===== config.mk =====
export PLATFORM = sky130hd
export DESIGN_NAME = invaders_matrix_draw_flat
export DESIGN_NICKNAME = d
export VERILOG_FILES = /design/src/rtl/invaders_pkg.sv /design/src/rtl/invaders_matrix_draw_if.sv /design/src/rtl/invaders_alive_matrix.sv /design/src/rtl/invaders_matrix_draw.sv /design/src/flat_wrapper.sv
export SDC_FILE = /design/constraint.sdc
export NUM_CORES = 1
export LEC_CHECK = 0
export ABC_AREA = 1
export CORE_UTILIZATION = 50
export DETAILED_ROUTE_END_ITERATION = 8
export HOLD_SLACK_MARGIN = 0.08
export MAX_ROUTING_LAYER = met4
export PLACE_DENSITY = 0.83
export SKIP_CTS_REPAIR_TIMING = 1
export SYNTH_ARGS = -nofsm -noshare
export SYNTH_HDL_FRONTEND = slang
export SYNTH_SLANG_ARGS = --single-unit

===== constraint.sdc =====
create_clock -name clk -period 2.45 [get_ports clk]
set_input_delay 0.49 -clock clk [delete_from_list [all_inputs] [get_ports clk]]
set_output_delay 0.49 -clock clk [all_outputs]
set_load 0.005 [all_outputs]

===== src/rtl/invaders_pkg.sv =====
// rtl/invaders_pkg.sv - shared constants, sprite bitmap, row colours and cell index type for the invader matrix
package invaders_pkg;

    localparam int ROWS        = 4;
    localparam int COLS        = 10;
    localparam int CELL_W      = 32;
    localparam int CELL_H      = 32;
    localparam int ANIM_FRAMES = 15;

    localparam int SPRITE_W = CELL_W;
    localparam int SPRITE_H = CELL_H;
    localparam int CELL_XB  = $clog2(CELL_W);
    localparam int CELL_YB  = $clog2(CELL_H);
    localparam int ROW_W    = $clog2(ROWS);
    localparam int COL_W    = $clog2(COLS);
    localparam int NCELLS   = ROWS * COLS;
    localparam int IDX_W    = $clog2(NCELLS);
    localparam int CNT_W    = $clog2(NCELLS + 1);
    localparam int ANIM_W   = $clog2(ANIM_FRAMES);

    localparam logic [7:0] TRANSPARENT_COLOUR = 8'hFF;

    // Row 0 red, row 1 green, row 2 blue, row 3 yellow (RRRGGGBB).
    localparam logic [ROWS-1:0][7:0] ROW_COLOUR = {8'hFC, 8'h03, 8'h1C, 8'hE0};

    typedef struct packed {
        logic [ROW_W-1:0] row;
        logic [COL_W-1:0] col;
    } cell_idx_t;

    typedef logic [1:0][SPRITE_H-1:0][SPRITE_W-1:0] sprite_t;

    // Frame 0 is a wide, short body; frame 1 is a narrow, tall body.
    function automatic sprite_t build_sprite();
        sprite_t s;
        s = '0;
        for (int y = 0; y < SPRITE_H; y++) begin
            for (int x = 0; x < SPRITE_W; x++) begin
                s[0][y][x] = (y >= 8) && (y <= 23) && (x >= 4) && (x <= 27);
                s[1][y][x] = (y >= 4) && (y <= 27) && (x >= 8) && (x <= 23);
            end
        end
        return s;
    endfunction

    localparam sprite_t SPRITE = build_sprite();

    // Flat alive-bit index of a cell, row-major.
    function automatic logic [IDX_W-1:0] cell_index(cell_idx_t c);
        return IDX_W'(c.row * COLS + c.col);
    endfunction

endpackage


===== src/rtl/invaders_matrix_draw_if.sv =====
// rtl/invaders_matrix_draw_if.sv - pixel/control inputs and draw/status outputs of the invader matrix
interface invaders_matrix_draw_if;
    import invaders_pkg::*;

    logic                    startOfFrame;
    logic [10:0]             pixelX;
    logic [10:0]             pixelY;
    logic signed [10:0]      topLeftX;
    logic signed [10:0]      topLeftY;
    logic                    hit;
    logic                    newWave;
    logic                    drawingRequest;
    logic [7:0]              RGBout;
    logic [CNT_W-1:0]        aliveCount;
    logic                    allDead;
    logic [COL_W-1:0]        leftCol;
    logic [COL_W-1:0]        rightCol;

    modport slave (
        input  startOfFrame, pixelX, pixelY, topLeftX, topLeftY, hit, newWave,
        output drawingRequest, RGBout, aliveCount, allDead, leftCol, rightCol
    );

    modport master (
        output startOfFrame, pixelX, pixelY, topLeftX, topLeftY, hit, newWave,
        input  drawingRequest, RGBout, aliveCount, allDead, leftCol, rightCol
    );
endinterface


===== src/rtl/invaders_alive_matrix.sv =====
// rtl/invaders_alive_matrix.sv - alive bits, one-kill-per-frame lock, live count and live column edges
module invaders_alive_matrix
    import invaders_pkg::*;
(
    input  logic              clk,
    input  logic              resetN,
    input  logic              i_start_of_frame,
    input  logic              i_hit,
    input  logic              i_new_wave,
    input  logic              i_drawing_request,
    input  cell_idx_t         i_hit_cell,
    output logic [NCELLS-1:0] o_alive,
    output logic [CNT_W-1:0]  o_alive_count,
    output logic              o_all_dead,
    output logic [COL_W-1:0]  o_left_col,
    output logic [COL_W-1:0]  o_right_col
);

    logic [NCELLS-1:0] r_alive;
    logic [CNT_W-1:0]  r_alive_count;
    logic              r_all_dead;
    logic              r_hit_lock;
    logic [COL_W-1:0]  r_left_col;
    logic [COL_W-1:0]  r_right_col;

    logic [COLS-1:0]   w_col_or;
    logic              w_any_alive;
    logic [COL_W-1:0]  w_left;
    logic [COL_W-1:0]  w_right;
    logic              w_accept;
    logic [IDX_W-1:0]  w_kill_idx;

    // A hit only counts on a drawn (hence live) pixel, once per frame.
    assign w_accept   = i_hit && !r_hit_lock && i_drawing_request && !i_new_wave;
    assign w_kill_idx = cell_index(i_hit_cell);

    // Per-column OR of alive bits and the outermost live columns.
    always_comb begin
        w_col_or = '0;
        w_left   = '0;
        w_right  = '0;
        for (int c = 0; c < COLS; c++) begin
            for (int r = 0; r < ROWS; r++) begin
                w_col_or[c] = w_col_or[c] | r_alive[r*COLS + c];
            end
        end
        for (int c = COLS - 1; c >= 0; c--) begin
            if (w_col_or[c]) w_left = COL_W'(c);
        end
        for (int c = 0; c < COLS; c++) begin
            if (w_col_or[c]) w_right = COL_W'(c);
        end
    end
    assign w_any_alive = |w_col_or;

    // Kill, lock, count and frame-stable column edges; newWave overrides all.
    always_ff @(posedge clk or negedge resetN) begin
        if (!resetN) begin
            r_alive       <= '1;
            r_alive_count <= CNT_W'(NCELLS);
            r_all_dead    <= 1'b0;
            r_hit_lock    <= 1'b0;
            r_left_col    <= '0;
            r_right_col   <= COL_W'(COLS - 1);
        end else if (i_new_wave) begin
            r_alive       <= '1;
            r_alive_count <= CNT_W'(NCELLS);
            r_all_dead    <= 1'b0;
            r_hit_lock    <= 1'b0;
            r_left_col    <= '0;
            r_right_col   <= COL_W'(COLS - 1);
        end else begin
            if (w_accept) begin
                r_alive[w_kill_idx] <= 1'b0;
                r_alive_count       <= r_alive_count - 1'b1;
                r_all_dead          <= (r_alive_count == CNT_W'(1));
                r_hit_lock          <= 1'b1;
            end else if (i_start_of_frame) begin
                r_hit_lock <= 1'b0;
            end
            // With nothing alive the edges keep their last values.
            if (i_start_of_frame && w_any_alive) begin
                r_left_col  <= w_left;
                r_right_col <= w_right;
            end
        end
    end

    assign o_alive       = r_alive;
    assign o_alive_count = r_alive_count;
    assign o_all_dead    = r_all_dead;
    assign o_left_col    = r_left_col;
    assign o_right_col   = r_right_col;

endmodule


===== src/rtl/invaders_matrix_draw.sv =====
// rtl/invaders_matrix_draw.sv - maps VGA pixels onto the invader matrix and draws live sprite pixels
module invaders_matrix_draw
    import invaders_pkg::*;
(
    input  logic                  clk,
    input  logic                  resetN,
    invaders_matrix_draw_if.slave vga
);

    logic signed [11:0] w_off_x;
    logic signed [11:0] w_off_y;
    logic               w_inside;
    cell_idx_t          w_cell;
    logic [CELL_XB-1:0] w_in_x;
    logic [CELL_YB-1:0] w_in_y;
    logic [NCELLS-1:0]  w_alive;
    logic               w_alive_bit;
    logic               w_draw;

    logic               r_drawing_request;
    logic [7:0]         r_rgb;
    cell_idx_t          r_hit_cell;
    logic [ANIM_W-1:0]  r_frame_cnt;
    logic               r_anim_frame;

    // Signed 12-bit offsets so a negative top-left still maps correctly.
    assign w_off_x = $signed({1'b0, vga.pixelX}) - $signed({vga.topLeftX[10], vga.topLeftX});
    assign w_off_y = $signed({1'b0, vga.pixelY}) - $signed({vga.topLeftY[10], vga.topLeftY});

    assign w_inside = !w_off_x[11] && (w_off_x[10:0] < 11'(COLS * CELL_W)) &&
                      !w_off_y[11] && (w_off_y[10:0] < 11'(ROWS * CELL_H));

    assign w_cell.row = w_off_y[CELL_YB + ROW_W - 1:CELL_YB];
    assign w_cell.col = w_off_x[CELL_XB + COL_W - 1:CELL_XB];
    assign w_in_x     = w_off_x[CELL_XB-1:0];
    assign w_in_y     = w_off_y[CELL_YB-1:0];

    // Alive lookup only when the cell index is meaningful.
    always_comb begin
        w_alive_bit = 1'b0;
        if (w_inside) w_alive_bit = w_alive[cell_index(w_cell)];
    end

    assign w_draw = w_inside && w_alive_bit && SPRITE[r_anim_frame][w_in_y][w_in_x];

    // One-clock pixel pipeline: draw flag, colour and the cell it came from.
    always_ff @(posedge clk or negedge resetN) begin
        if (!resetN) begin
            r_drawing_request <= 1'b0;
            r_rgb             <= TRANSPARENT_COLOUR;
            r_hit_cell        <= '0;
        end else begin
            r_drawing_request <= w_draw;
            r_rgb             <= w_draw ? ROW_COLOUR[w_cell.row] : TRANSPARENT_COLOUR;
            r_hit_cell        <= w_cell;
        end
    end

    // Sprite animation: toggle the frame every ANIM_FRAMES frame starts.
    always_ff @(posedge clk or negedge resetN) begin
        if (!resetN) begin
            r_frame_cnt  <= '0;
            r_anim_frame <= 1'b0;
        end else if (vga.newWave) begin
            r_frame_cnt  <= '0;
            r_anim_frame <= 1'b0;
        end else if (vga.startOfFrame) begin
            if (r_frame_cnt == ANIM_W'(ANIM_FRAMES - 1)) begin
                r_frame_cnt  <= '0;
                r_anim_frame <= ~r_anim_frame;
            end else begin
                r_frame_cnt <= r_frame_cnt + 1'b1;
            end
        end
    end

    invaders_alive_matrix u_alive (
        .clk               (clk),
        .resetN            (resetN),
        .i_start_of_frame  (vga.startOfFrame),
        .i_hit             (vga.hit),
        .i_new_wave        (vga.newWave),
        .i_drawing_request (r_drawing_request),
        .i_hit_cell        (r_hit_cell),
        .o_alive           (w_alive),
        .o_alive_count     (vga.aliveCount),
        .o_all_dead        (vga.allDead),
        .o_left_col        (vga.leftCol),
        .o_right_col       (vga.rightCol)
    );

    assign vga.drawingRequest = r_drawing_request;
    assign vga.RGBout         = r_rgb;

endmodule


===== src/flat_wrapper.sv =====
// flat-port wrapper written by rule: the top's interface ports become plain ports
module invaders_matrix_draw_flat import invaders_pkg::*;
  (clk, resetN, vga_startOfFrame, vga_pixelX, vga_pixelY, vga_topLeftX, vga_topLeftY, vga_hit, vga_newWave, vga_drawingRequest, vga_RGBout, vga_aliveCount, vga_allDead, vga_leftCol, vga_rightCol);
  invaders_matrix_draw_if vga_i ();
  input  logic clk;
  input  logic resetN;
  input wire logic [$bits(vga_i.startOfFrame)-1:0] vga_startOfFrame;
  input wire logic [$bits(vga_i.pixelX)-1:0] vga_pixelX;
  input wire logic [$bits(vga_i.pixelY)-1:0] vga_pixelY;
  input wire logic [$bits(vga_i.topLeftX)-1:0] vga_topLeftX;
  input wire logic [$bits(vga_i.topLeftY)-1:0] vga_topLeftY;
  input wire logic [$bits(vga_i.hit)-1:0] vga_hit;
  input wire logic [$bits(vga_i.newWave)-1:0] vga_newWave;
  output wire logic [$bits(vga_i.drawingRequest)-1:0] vga_drawingRequest;
  output wire logic [$bits(vga_i.RGBout)-1:0] vga_RGBout;
  output wire logic [$bits(vga_i.aliveCount)-1:0] vga_aliveCount;
  output wire logic [$bits(vga_i.allDead)-1:0] vga_allDead;
  output wire logic [$bits(vga_i.leftCol)-1:0] vga_leftCol;
  output wire logic [$bits(vga_i.rightCol)-1:0] vga_rightCol;
  assign vga_i.startOfFrame = vga_startOfFrame;
  assign vga_i.pixelX = vga_pixelX;
  assign vga_i.pixelY = vga_pixelY;
  assign vga_i.topLeftX = vga_topLeftX;
  assign vga_i.topLeftY = vga_topLeftY;
  assign vga_i.hit = vga_hit;
  assign vga_i.newWave = vga_newWave;
  assign vga_drawingRequest = vga_i.drawingRequest;
  assign vga_RGBout = vga_i.RGBout;
  assign vga_aliveCount = vga_i.aliveCount;
  assign vga_allDead = vga_i.allDead;
  assign vga_leftCol = vga_i.leftCol;
  assign vga_rightCol = vga_i.rightCol;
  invaders_matrix_draw u_core (.clk(clk), .resetN(resetN), .vga(vga_i));
endmodule

Word level (Yosys, flattened, before mapping)
Cells that the tools add are included.
{ "word_totals": {"regBits": 76} }
{ "classes": {"n_addsub": 6, "reduce_logical": 21, "order_cmp": 9, "mul": 2, "bitwise": 33, "muxes": 52, "eq_ne": 2} }
{ "op_table": {"columns": ["cell", "n"], "rows": [
  ["$mux 1024", 1],
  ["$mux 888", 1],
  ["$bmux 32 s5", 1],
  ["$mux 4", 25],
  ["$mux 40", 2],
  ["$and 40x40->40", 1],
  ["$not 40->40", 1],
  ["$mux 32", 1],
  ["$or 1x1->1", 30],
  ["$sub 12x11->12", 2],
  ["$bmux 8 s2", 1],
  ["$mux 8", 2],
  ["$lt 6x7->1 const B", 2],
  ["$mux 1", 13],
  ["$add 6x4->6", 2],
  ["$lt 5x6->1 const B", 2],
  ["$mux 6", 2],
  ["$lt 11x8->1 const B", 1],
  ["$lt 11x9->1 const B", 1],
  ["$logic_and 1x1->1", 10],
  ["$mul 2x3->5 const B", 2],
  ["$reduce_or 10->1", 1],
  ["$reduce_bool 2->1", 4],
  ["$bmux 1 s6", 1],
  ["13 further kinds", 16]
]} }

Depth between registers and ports, before layout
Gate-level depths: netlist of the first run.
{ "logic_depth": {"word_depth": 15, "ltp_mapped": 23} }

By module
Synthesis of the first run repeated with hierarchy kept, for this count alone.
{ "unflattened": {"cells_unflattened": 769, "hier_area_um2": 5317.6} }
{ "modules_own_cells": {"columns": ["module", "cells_each", "n_inst", "area_per_inst_um2", "seq_area_each_um2"], "rows": [
  ["invaders_alive_matrix", 322, 1, 2722.6, 1456.4],
  ["invaders_matrix_draw", 447, 1, 2595.0, 379.1]
]} }

Least setup slack after synthesis of the first run
OpenSTA, ideal clock, no wires.
{ "synth_timing": {"path_type": "input-to-reg", "startpoint": "input vga_topLeftY[3]", "endpoint": "register u_core.r_rgb[1] (netlist: u_core.vga.RGBout[1])", "t_arrival_ns": 3.016, "cell_stages": 17, "slack_ns": -0.658, "n_path_buf": 0, "required_time_ns": 2.358, "setup_ns": 0.092, "path_cell_list": "inv_1 ha_1 a21oi_1 nand2_1 nand2_1 nand2_1 or2_2 and2_1 ha_1 fa_1 inv_1 nand2_1 nand3_1 nand2_1 nand3_1 nor2_2 nand4_1"} }
{ "synth_via": {"elab_chain_cells": 9} }
{ "synth_rtl": {"columns": ["element", "line_no", "source"], "rows": [
  ["start, declared", "flat_wrapper.sv:11", "input wire logic [$bits(vga_i.topLeftY)-1:0] vga_topLeftY;"],
  ["$sub 12x11->12 (*)", "invaders_matrix_draw.sv:28", "assign w_off_y = $signed({1'b0, vga.pixelY}) - $signed({vga.topLeftY[10], vga.topLeftY});"],
  ["named net u_core.w_off_y[5]", "invaders_matrix_draw.sv:11", "logic signed [11:0] w_off_y;"],
  ["$mul 2x3->5", "invaders_pkg.sv:50", "return IDX_W'(c.row * COLS + c.col);"],
  ["$add 6x4->6", "invaders_pkg.sv:50", null],
  ["$bmux 1 s6", "invaders_matrix_draw.sv:41", "if (w_inside) w_alive_bit = w_alive[cell_index(w_cell)];"],
  ["$mux 1 (implied by the code)", "invaders_matrix_draw.sv:41", null],
  ["$mux 1", "invaders_matrix_draw.sv:41", null],
  ["$logic_and 1x1->1 (2 in a row)", "invaders_matrix_draw.sv:44", "assign w_draw = w_inside && w_alive_bit && SPRITE[r_anim_frame][w_in_y][w_in_x];"],
  ["$mux 8 (*)", "invaders_matrix_draw.sv:54", "r_rgb <= w_draw ? ROW_COLOUR[w_cell.row] : TRANSPARENT_COLOUR;"],
  ["end signal, assigned", "invaders_matrix_draw.sv:54", null],
  ["end, declared", "invaders_matrix_draw.sv:21", "logic [7:0] r_rgb;"]
]} }
Mark *: on every way through the listed nets, which the timed path passes. The rest lies on a longest branch. The select of a mux whose other input is x is not followed.
A chain may end at the register's enable or synchronous reset.

Worst setup path in the final report of the first run
{ "layout_timing": {"startpoint": "input vga_pixelY[5]", "endpoint": "register u_core.r_drawing_request (netlist: u_core.vga.drawingRequest)"} }
{ "layout_via": {"elab_chain_cells": 8} }
{ "layout_rtl": {"columns": ["element", "line_no", "source"], "rows": [
  ["start, declared", "flat_wrapper.sv:9", "input wire logic [$bits(vga_i.pixelY)-1:0] vga_pixelY;"],
  ["$sub 12x11->12 (*)", "invaders_matrix_draw.sv:28", null],
  ["named net u_core.w_off_y[5]", "invaders_matrix_draw.sv:11", null],
  ["$mul 2x3->5", "invaders_pkg.sv:50", null],
  ["$add 6x4->6", "invaders_pkg.sv:50", null],
  ["$bmux 1 s6", "invaders_matrix_draw.sv:41", null],
  ["$mux 1 (implied by the code)", "invaders_matrix_draw.sv:41", null],
  ["$mux 1", "invaders_matrix_draw.sv:41", null],
  ["$logic_and 1x1->1 (*) (2 in a row)", "invaders_matrix_draw.sv:44", null],
  ["named net u_core.w_draw", "invaders_matrix_draw.sv:18", "logic w_draw;"],
  ["end signal, assigned", "invaders_matrix_draw.sv:53", "r_drawing_request <= w_draw;"],
  ["end, declared", "invaders_matrix_draw.sv:20", "logic r_drawing_request;"]
]} }
Marks and branches as above.

==> results of run 1 <==
[registers in the layout, indices dropped and copies added (netlist names)]
| register | cells |
|---|---|
| u_core.u_alive.r_hit_lock | 1 |
| u_core.u_alive.o_alive_count | 6 |
| u_core.u_alive.o_right_col | 4 |
| u_core.r_frame_cnt | 4 |
| u_core.vga.drawingRequest | 1 |
| u_core.r_anim_frame | 1 |
| u_core.u_alive.o_all_dead | 1 |
| u_core.u_alive.o_alive | 40 |
| u_core.r_hit_cell | 6 |
| u_core.vga.RGBout | 3 |
| u_core.u_alive.o_left_col | 4 |
[worst reg2reg max path, stage by stage (launching register included)]
cell	delay (ns)
sky130_fd_sc_hd__dfrtp_1	0.39
sky130_fd_sc_hd__ha_1	0.22
sky130_fd_sc_hd__fa_1	0.42
sky130_fd_sc_hd__nand2_1	0.08
sky130_fd_sc_hd__a21boi_0	0.10
sky130_fd_sc_hd__or2_2	0.32
sky130_fd_sc_hd__nor2_1	0.19
sky130_fd_sc_hd__inv_1	0.17
sky130_fd_sc_hd__o41ai_2	0.24
sky130_fd_sc_hd__nand2_1	0.09
[routing by layer]
| layer | wire (µm) | vias to the layer above | track usage (%) | share of wire [%] |
|---|---|---|---|---|
| met5 | 0 | - | - | 0 |
| met4 | 905 | 0 | 18.17 | 5.9 |
| li1 | - | 2458 | - | - |
| met1 | 6008 | 2458 | 35.34 | 39 |
| met3 | 897 | 77 | 4.785 | 5.9 |
| met2 | 7418 | 231 | 52.90 | 49 |
[final timing paths]
| path | slack [ns] | cells past startpoint | to | startpoint |
|---|---|---|---|---|
| max | -0.28 | 14 | u_core.vga.drawingRequest | vga_pixelY[5] |
| min | 0.12 | 1 | u_core.u_alive.o_left_col[3] | resetN |
| max reg2reg | 0.17 | 9 | u_core.u_alive.o_alive[5] | u_core.r_hit_cell[4] |
| min reg2reg | 0.48 | 2 | u_core.u_alive.o_left_col[1] | u_core.u_alive.o_left_col[1] |
| max in group asynchronous | 1.59 | 2 | u_core.u_alive.o_alive[38] | resetN |
| min in group clk | 0.48 | 2 | u_core.u_alive.o_left_col[1] | u_core.u_alive.o_left_col[1] |
[Yosys cell counts, types with 7 or more instances]
master                     number
sky130_fd_sc_hd__a21oi_1       37
sky130_fd_sc_hd__dfrtp_1       24
sky130_fd_sc_hd__nand2_1      141
sky130_fd_sc_hd__nand3b_1       7
sky130_fd_sc_hd__xor2_1         8
sky130_fd_sc_hd__ha_1          31
sky130_fd_sc_hd__nor4_1        10
sky130_fd_sc_hd__nor2_1        59
sky130_fd_sc_hd__inv_1        109
sky130_fd_sc_hd__dfstp_2       47
sky130_fd_sc_hd__nand3_1       90
sky130_fd_sc_hd__o22ai_1       12
sky130_fd_sc_hd__o21ai_0       23
sky130_fd_sc_hd__buf_4          8
[cell families (layout without fill, tap and decap cells)]
family          count (synthesis)  in the layout
compound gates                 92             92
xor+xnor                       13             13
fa+ha+maj                      33             33
buf+inv                       130            279
flops                          71             71
simple gates                  326            326
[power by group through the flow]
stage	clock network [µW]	registers (µW)	logic, µW
floorplan	0	1250	940
global placement	0	1260	1500
detailed placement	0	1260	1560
CTS	1010	1240	1560
global route	1070	1240	1920
finish	1010	1240	1760
[final cells by class]
| class | instances | area, µm² | share of cell area (%) |
|---|---|---|---|
| Clock buffer | 11 | 151.4 | 2.207 |
| Clock inverter | 5 | 63.81 | 0.9303 |
| Inverter | 112 | 425.4 | 6.202 |
| Multi-Input combinational cell | 464 | 2861 | 41.72 |
| Sequential cell | 71 | 1836 | 26.76 |
| Tap cell | 129 | 161.4 | 2.353 |
| Timing Repair Buffer | 151 | 1360 | 19.83 |
[through the flow]
stage / hold slack, ns / power, µW / utilization (%) / instances
after floorplan: 0.1944 / 2189 / - / 665
final: 0.1243 / 4006 / 73.53 / 943
after global placement: 0.4614 / 2755 / 67.74 / 915
after global routing: 0.1542 / 4238 / 73.53 / 943
after CTS: 0.1381 / 3813 / 70.05 / 931
after detailed placement: 0.4686 / 2816 / 67.74 / 915
==> flow_summary.json, run 1 <==
{
  "net-switching-power_uw": 1502,
  "synth-compound-area-share_pct": 10.81,
  "finalSetupViolations": 4,
  "mostFrequentLayoutCell": "sky130_fd_sc_hd__nand2_1",
  "drc": 0,
  "floorplan.initialDensity_pct": 52.34,
  "slew_violations": 0,
  "antenna_violating_nets_post_route": 0,
  "cp_cell_sequence": "clkdlybuf4s50_1 -> ha_4 -> or2_4 -> and2_4 -> ha_4 -> fa_2 -> inv_2 -> nand2_1 -> nand3_1 -> nand2_1 -> nand3_2 -> nor2_4 -> inv_2 -> nor2_2",
  "synth_ff_type": "sky130_fd_sc_hd__dfstp_2",
  "mappedNetlistArea_um2": 4882,
  "drt-pass1-iter-count": 5,
  "core_area_um2": 9328,
  "post_synth_and_or_nand_nor_area_fraction_pct": 29.63,
  "clock_tree.htree_level_count": 3,
  "max-cap-violations": 0,
  "period_minus_slack_ns": 2.733,
  "timing.critical_path.fanout_max": 5,
  "fp.dieH_um": 100.8,
  "post_synth_edffs": 0,
  "grt_first_pass_wirelength_mm": 23.73,
  "share_comb_of_total_power_pct": 43.9,
  "antenna_found_initial": 0,
  "internal_power_uw": 2504,
  "drt-total-wl_mm": 15.23,
  "hold_viol": 0,
  "tritoncts": "built",
  "crit_required_ns": 2.75,
  "clk_network_pwr_share_pct": 25.1,
  "clkTransAtPathRegs_ns": 0.08,
  "fillerInstances": 683,
  "rsz_0062_raised_after_global_routing": "true",
  "crit_path_top_delay_cell": "sky130_fd_sc_hd__fa_2",
  "vias_per_std_cell": 5.540,
  "cts-buffers-inserted": 9,
  "area_growth_syn_to_layout_pct": 40.49,
  "powerDensity_nw_per_um2": 584.1,
  "synthesis.yosys.warnings": 0,
  "preCtsSetupSlack_ns": -1.210,
  "violations": "negative setup slack",
  "synthXorXnorAreaFrac_pct": 2.332,
  "cp-start-kind": "input pin",
  "clock_tree_sinks": 71,
  "area_share_of_the_largest_cell_type_after_synthesis_pct": 25.29,
  "fin_crit_sh_pct": 111.6,
  "sw_frac_of_total_pct": 37.50,
  "max_freq_mhz": 365.9,
  "post_drt_wl_per_cell_um": 16.15,
  "place_congestion": 1.004,
  "placement.cell_area_um2": 6319,
  "critical_path_class": "input pin to register",
  "grt_use_total_pct": 31.32,
  "globalRouteOverflowTotal": 0,
  "critical_path.top_delay_family": "adder cells",
  "clock_path_buffers": 2,
  "power_leakage_uw": 0.003335,
  "run_status": "finished, violations left",
  "io_buffer_count": 72,
  "timing.max_slew.rel_slack_pct": 49.63,
  "data_arrival_critical_path_ns": 3.03,
  "final_critical_path_setup_slack_ns": -0.2831,
  "measured_slew_at_the_worst_slew_check_pin_ns": 0.7486,
  "grt_pass1_vias": 5100,
  "design.portCount": 73,
  "ys_types": 39,
  "min_path_type": "input pin to async pin",
  "synth_area_leader_cell": "sky130_fd_sc_hd__dfstp_2",
  "synth_top_cells_by_area": "sky130_fd_sc_hd__dfstp_2 25%, sky130_fd_sc_hd__dfrtp_1 12%, sky130_fd_sc_hd__nand2_1 11%",
  "ys_seq_elements": 71,
  "main_combinational_cell_family_by_area_after_synthesis": "simple AND/OR/NAND/NOR gates",
  "netlist_instances": 665,
  "layout.cells.most_common_list": "121 x sky130_fd_sc_hd__nand2_1, 91 x sky130_fd_sc_hd__inv_1, 88 x sky130_fd_sc_hd__nand3_1, 75 x sky130_fd_sc_hd__buf_4, 55 x sky130_fd_sc_hd__nor2_1",
  "fin_nets": 891,
  "critical_path_buf_inv_count": 3,
  "cts.root.buffer_cell": "sky130_fd_sc_hd__clkbuf_8",
  "synthMuxAreaShare_pct": 0,
  "worst_skew_pair.late_latency_ns": 0.37,
  "synth.yosys.seq_area_share_pct": 37.60,
  "dieWidth_um": 100.8,
  "final_area_um2": 6859,
  "async_reset_ff_share_pct": 100.0,
  "fraction_of_layout_instances_using_a_drive_strength_above_1_pct": 28.75,
  "final.setup_skew_ns": 0.01129,
  "avgSynthCellArea_um2": 7.342,
  "synthesis.nets": 747,
  "totalNegativeSetupSlack_ns": -1.106,
  "peak_per_stage_delay_on_the_critical_path_ns": 0.59,
  "num_rows": 35,
  "grt_max_degree": 30,
  "synth_fa_ha_area_share_pct": 8.765,
  "p_seq_share_pct": 31.0,
  "place_hpwl_mm": 11.21,
  "routed-via-count": 5224,
  "n_antenna_cell": 0,
  "worst_ir_drop_vdd_mv": 0.3269,
  "floorplan.die_area_um2": 10160,
  "type_of_element_capturing_the_critical_path": "register",
  "initial_drt_markers": 375
}
No activity file was read; power rests on OpenSTA's default activity.
==> inputs of run 2 (changes only) <==
--- a/config.mk
+++ b/config.mk
@@ -11,5 +11,5 @@
 export HOLD_SLACK_MARGIN = 0.08
 export MAX_ROUTING_LAYER = met4
-export PLACE_DENSITY = 0.83
+export PLACE_DENSITY = 0.75
 export SKIP_CTS_REPAIR_TIMING = 1
 export SYNTH_ARGS = -nofsm -noshare
==> constraint.sdc (replaced) <==
create_clock -name clk -period 2.45 [get_ports clk]
set_input_delay 0.6125 -clock clk [delete_from_list [all_inputs] [get_ports clk]]
set_output_delay 0.6125 -clock clk [all_outputs]
set_load 0.005 [all_outputs]
==> run 2 against run 1 <==
  * The run still ends with negative setup slack left
  * Non-clock buffer count up 2
  * Combinational power up 5%
  * Critical path depth up 5
  * Count of clock-buffer cells in the layout down 1
  * Sequential share of layout area up 0.16 points
  * Die area unchanged
  * Register-to-register slack worse by 0.04 ns
  * Setup slack worse by 0.14 ns
  * Wire length down 5.0%
  * Core utilization down 0.43 points
==> flow_summary.json, run 2 (synthesis gave the netlist of run 1 again) <==
{
  "run_status": "finished, violations left",
  "violations": "negative setup slack",
  "max-cap-violations": 0,
  "final-seq-area_um2": 1836,
  "final_critical_path_setup_slack_ns": -0.4195,
  "clock_tree_sinks": 71,
  "final.setup_skew_ns": 0.01351,
  "data_arrival_critical_path_ns": 3.16,
  "critical_path_class": "input pin to register",
  "crit_path_top_delay_cell": "sky130_fd_sc_hd__clkdlybuf4s50_1",
  "floorplan.initialDensity_pct": 52.34,
  "clkTransAtPathRegs_ns": 0.08,
  "routed-via-count": 5024,
  "antenna_found_initial": 0,
  "worst_skew_pair.late_latency_ns": 0.36,
  "fillerInstances": 718,
  "timing.max_slew.rel_slack_pct": 50.60,
  "num_rows": 35,
  "worst_ir_drop_vdd_mv": 0.3530,
  "finalSetupViolations": 4,
  "finalHoldWorstSlack_ns": 0.2614,
  "worst_path_most_repeated_cell": "sky130_fd_sc_hd__inv_1",
  "n_antenna_cell": 0,
  "grt_pass1_vias": 4837,
  "drt-pass1-iter-count": 5,
  "layout.cells.most_common_list": "120 x sky130_fd_sc_hd__nand2_1, 92 x sky130_fd_sc_hd__inv_1, 82 x sky130_fd_sc_hd__nand3_1, 79 x sky130_fd_sc_hd__buf_4, 56 x sky130_fd_sc_hd__nor2_1",
  "drc": 0,
  "core_area_um2": 9328,
  "measured_slew_at_the_worst_slew_check_pin_ns": 0.7343,
  "slew_violations": 0,
  "cts.root.buffer_cell": "sky130_fd_sc_hd__clkbuf_8",
  "period_minus_slack_ns": 2.870,
  "fin_nets": 893,
  "reg2reg_slack_ns": 0.13,
  "cts-buffers-inserted": 9,
  "place_hpwl_mm": 10.82,
  "cp_cell_sequence": "clkdlybuf4s50_1 -> inv_1 -> ha_4 -> inv_1 -> o21ai_0 -> inv_1 -> nand3_1 -> nand2_2 -> ha_4 -> nand2_1 -> inv_1 -> nor2_4 -> nor2_2 -> nand3_2 -> nand2_2 -> nand3_2 -> nor2_4 -> inv_2 -> nor2_2",
  "totalNegativeSetupSlack_ns": -1.637,
  "post_drt_wl_per_cell_um": 15.30,
  "clock_path_buffers": 2,
  "grt_first_pass_wirelength_mm": 22.22,
  "power_leakage_uw": 0.003331,
  "dieWidth_um": 100.8,
  "crit_required_ns": 2.74,
  "mostFrequentLayoutCell": "sky130_fd_sc_hd__nand2_1",
  "area_growth_syn_to_layout_pct": 39.67,
  "powerDensity_nw_per_um2": 574.4,
  "clock_tree.htree_level_count": 3,
  "place_congestion": 0.9593,
  "peak_per_stage_delay_on_the_critical_path_ns": 0.47,
  "multi_input_comb_area_um2": 2873,
  "design.portCount": 73,
  "drt-total-wl_mm": 14.46,
  "type_of_element_capturing_the_critical_path": "register",
  "io_buffer_count": 72,
  "fp.dieH_um": 100.8,
  "globalRouteOverflowTotal": 0,
  "hold_viol": 0,
  "min_path_type": "input pin to async pin",
  "rsz_0062_raised_after_global_routing": "true",
  "fraction_of_layout_instances_using_a_drive_strength_above_1_pct": 28.68,
  "vias_per_std_cell": 5.316,
  "antenna_violating_nets_post_route": 0,
  "cp-start-kind": "input pin",
  "grt_use_total_pct": 29.27,
  "timing.critical_path.fanout_max": 4,
  "largest_reg_flops": 40,
  "max_freq_mhz": 348.5,
  "grt_max_degree": 72,
  "floorplan.die_area_um2": 10160,
  "initial_drt_markers": 252,
  "fin_crit_sh_pct": 117.1,
  "tritoncts": "built"
}
## run 2: cell count changes in the layout (fill, tap and decap cells not counted), sizes merged
cell / delta
dlymetal6s2s: +3
clkbuf: -2
buf: -1
bufinv: -1
clkdlybuf4s50: +1
clkinv: +1
clkinvlp: +1
## run 2: final cells by class
| type | count | share of cell area [%] |
|---|---|---|
| Inverter | 112 | 6.239 |
| Tap cell | 129 | 2.367 |
| Clock inverter | 6 | 0.6789 |
| Timing Repair Buffer | 153 | 19.80 |
| Sequential cell | 71 | 26.92 |
| Clock buffer | 10 | 1.872 |
| Multi-Input combinational cell | 464 | 42.13 |
## run 2: path summary, 6_finish.rpt
| check | from | to | cells after the start |
|---|---|---|---|
| min reg2reg | u_core.u_alive.o_right_col[1] | u_core.u_alive.o_right_col[1] | 2 |
| max in group asynchronous | resetN | u_core.vga.RGBout[1] | 2 |
| max | vga_topLeftX[7] | u_core.vga.drawingRequest | 19 |
| min in group clk | u_core.u_alive.o_right_col[1] | u_core.u_alive.o_right_col[1] | 2 |
| min | resetN | u_core.u_alive.o_right_col[2] | 2 |
| max reg2reg | u_core.r_hit_cell[4] | u_core.u_alive.o_alive[6] | 10 |
## run 2: per-stage QoR
| stage | setup slack [ns] | utilization, % | area, µm² | std cells | power [µW] |
|---|---|---|---|---|---|
| floorplan | -0.5714 | - | 5002 | 665 | 2189 |
| detailed placement | -1.284 | 67.90 | 6334 | 922 | 2850 |
| global placement | -1.201 | 67.90 | 6334 | 922 | 2786 |
| finish | -0.4195 | 73.11 | 6819 | 945 | 3917 |
| global route | -0.5602 | 73.11 | 6819 | 945 | 4151 |
| CTS | -0.9193 | 69.77 | 6507 | 938 | 3690 |
## run 2: where the power goes
part | switching, µW | leakage [µW] | internal (µW)
clock | 469 | 0.0000829 | 372
combinational | 1040 | 0.00243 | 797
sequential | 29.2 | 0.000813 | 1210
## run 2: worst max-delay path: cells and delay by family
family / cells / cell delay (ns)
adder cells (fa/ha/maj): 2 / 0.59
buffers and inverters: 6 / 0.88
AO/OA/AOI/OAI: 1 / 0.18
AND/OR/NAND/NOR: 10 / 0.90
## run 2: routing by layer
metal / vias to the layer above / track usage (%) / wire length (µm)
met5: - / - / 0
li1: 2464 / - / -
met2: 183 / 49.74 / 7167
met4: 0 / 15.38 / 645
met3: 42 / 5.548 / 754
met1: 2335 / 32.73 / 5893
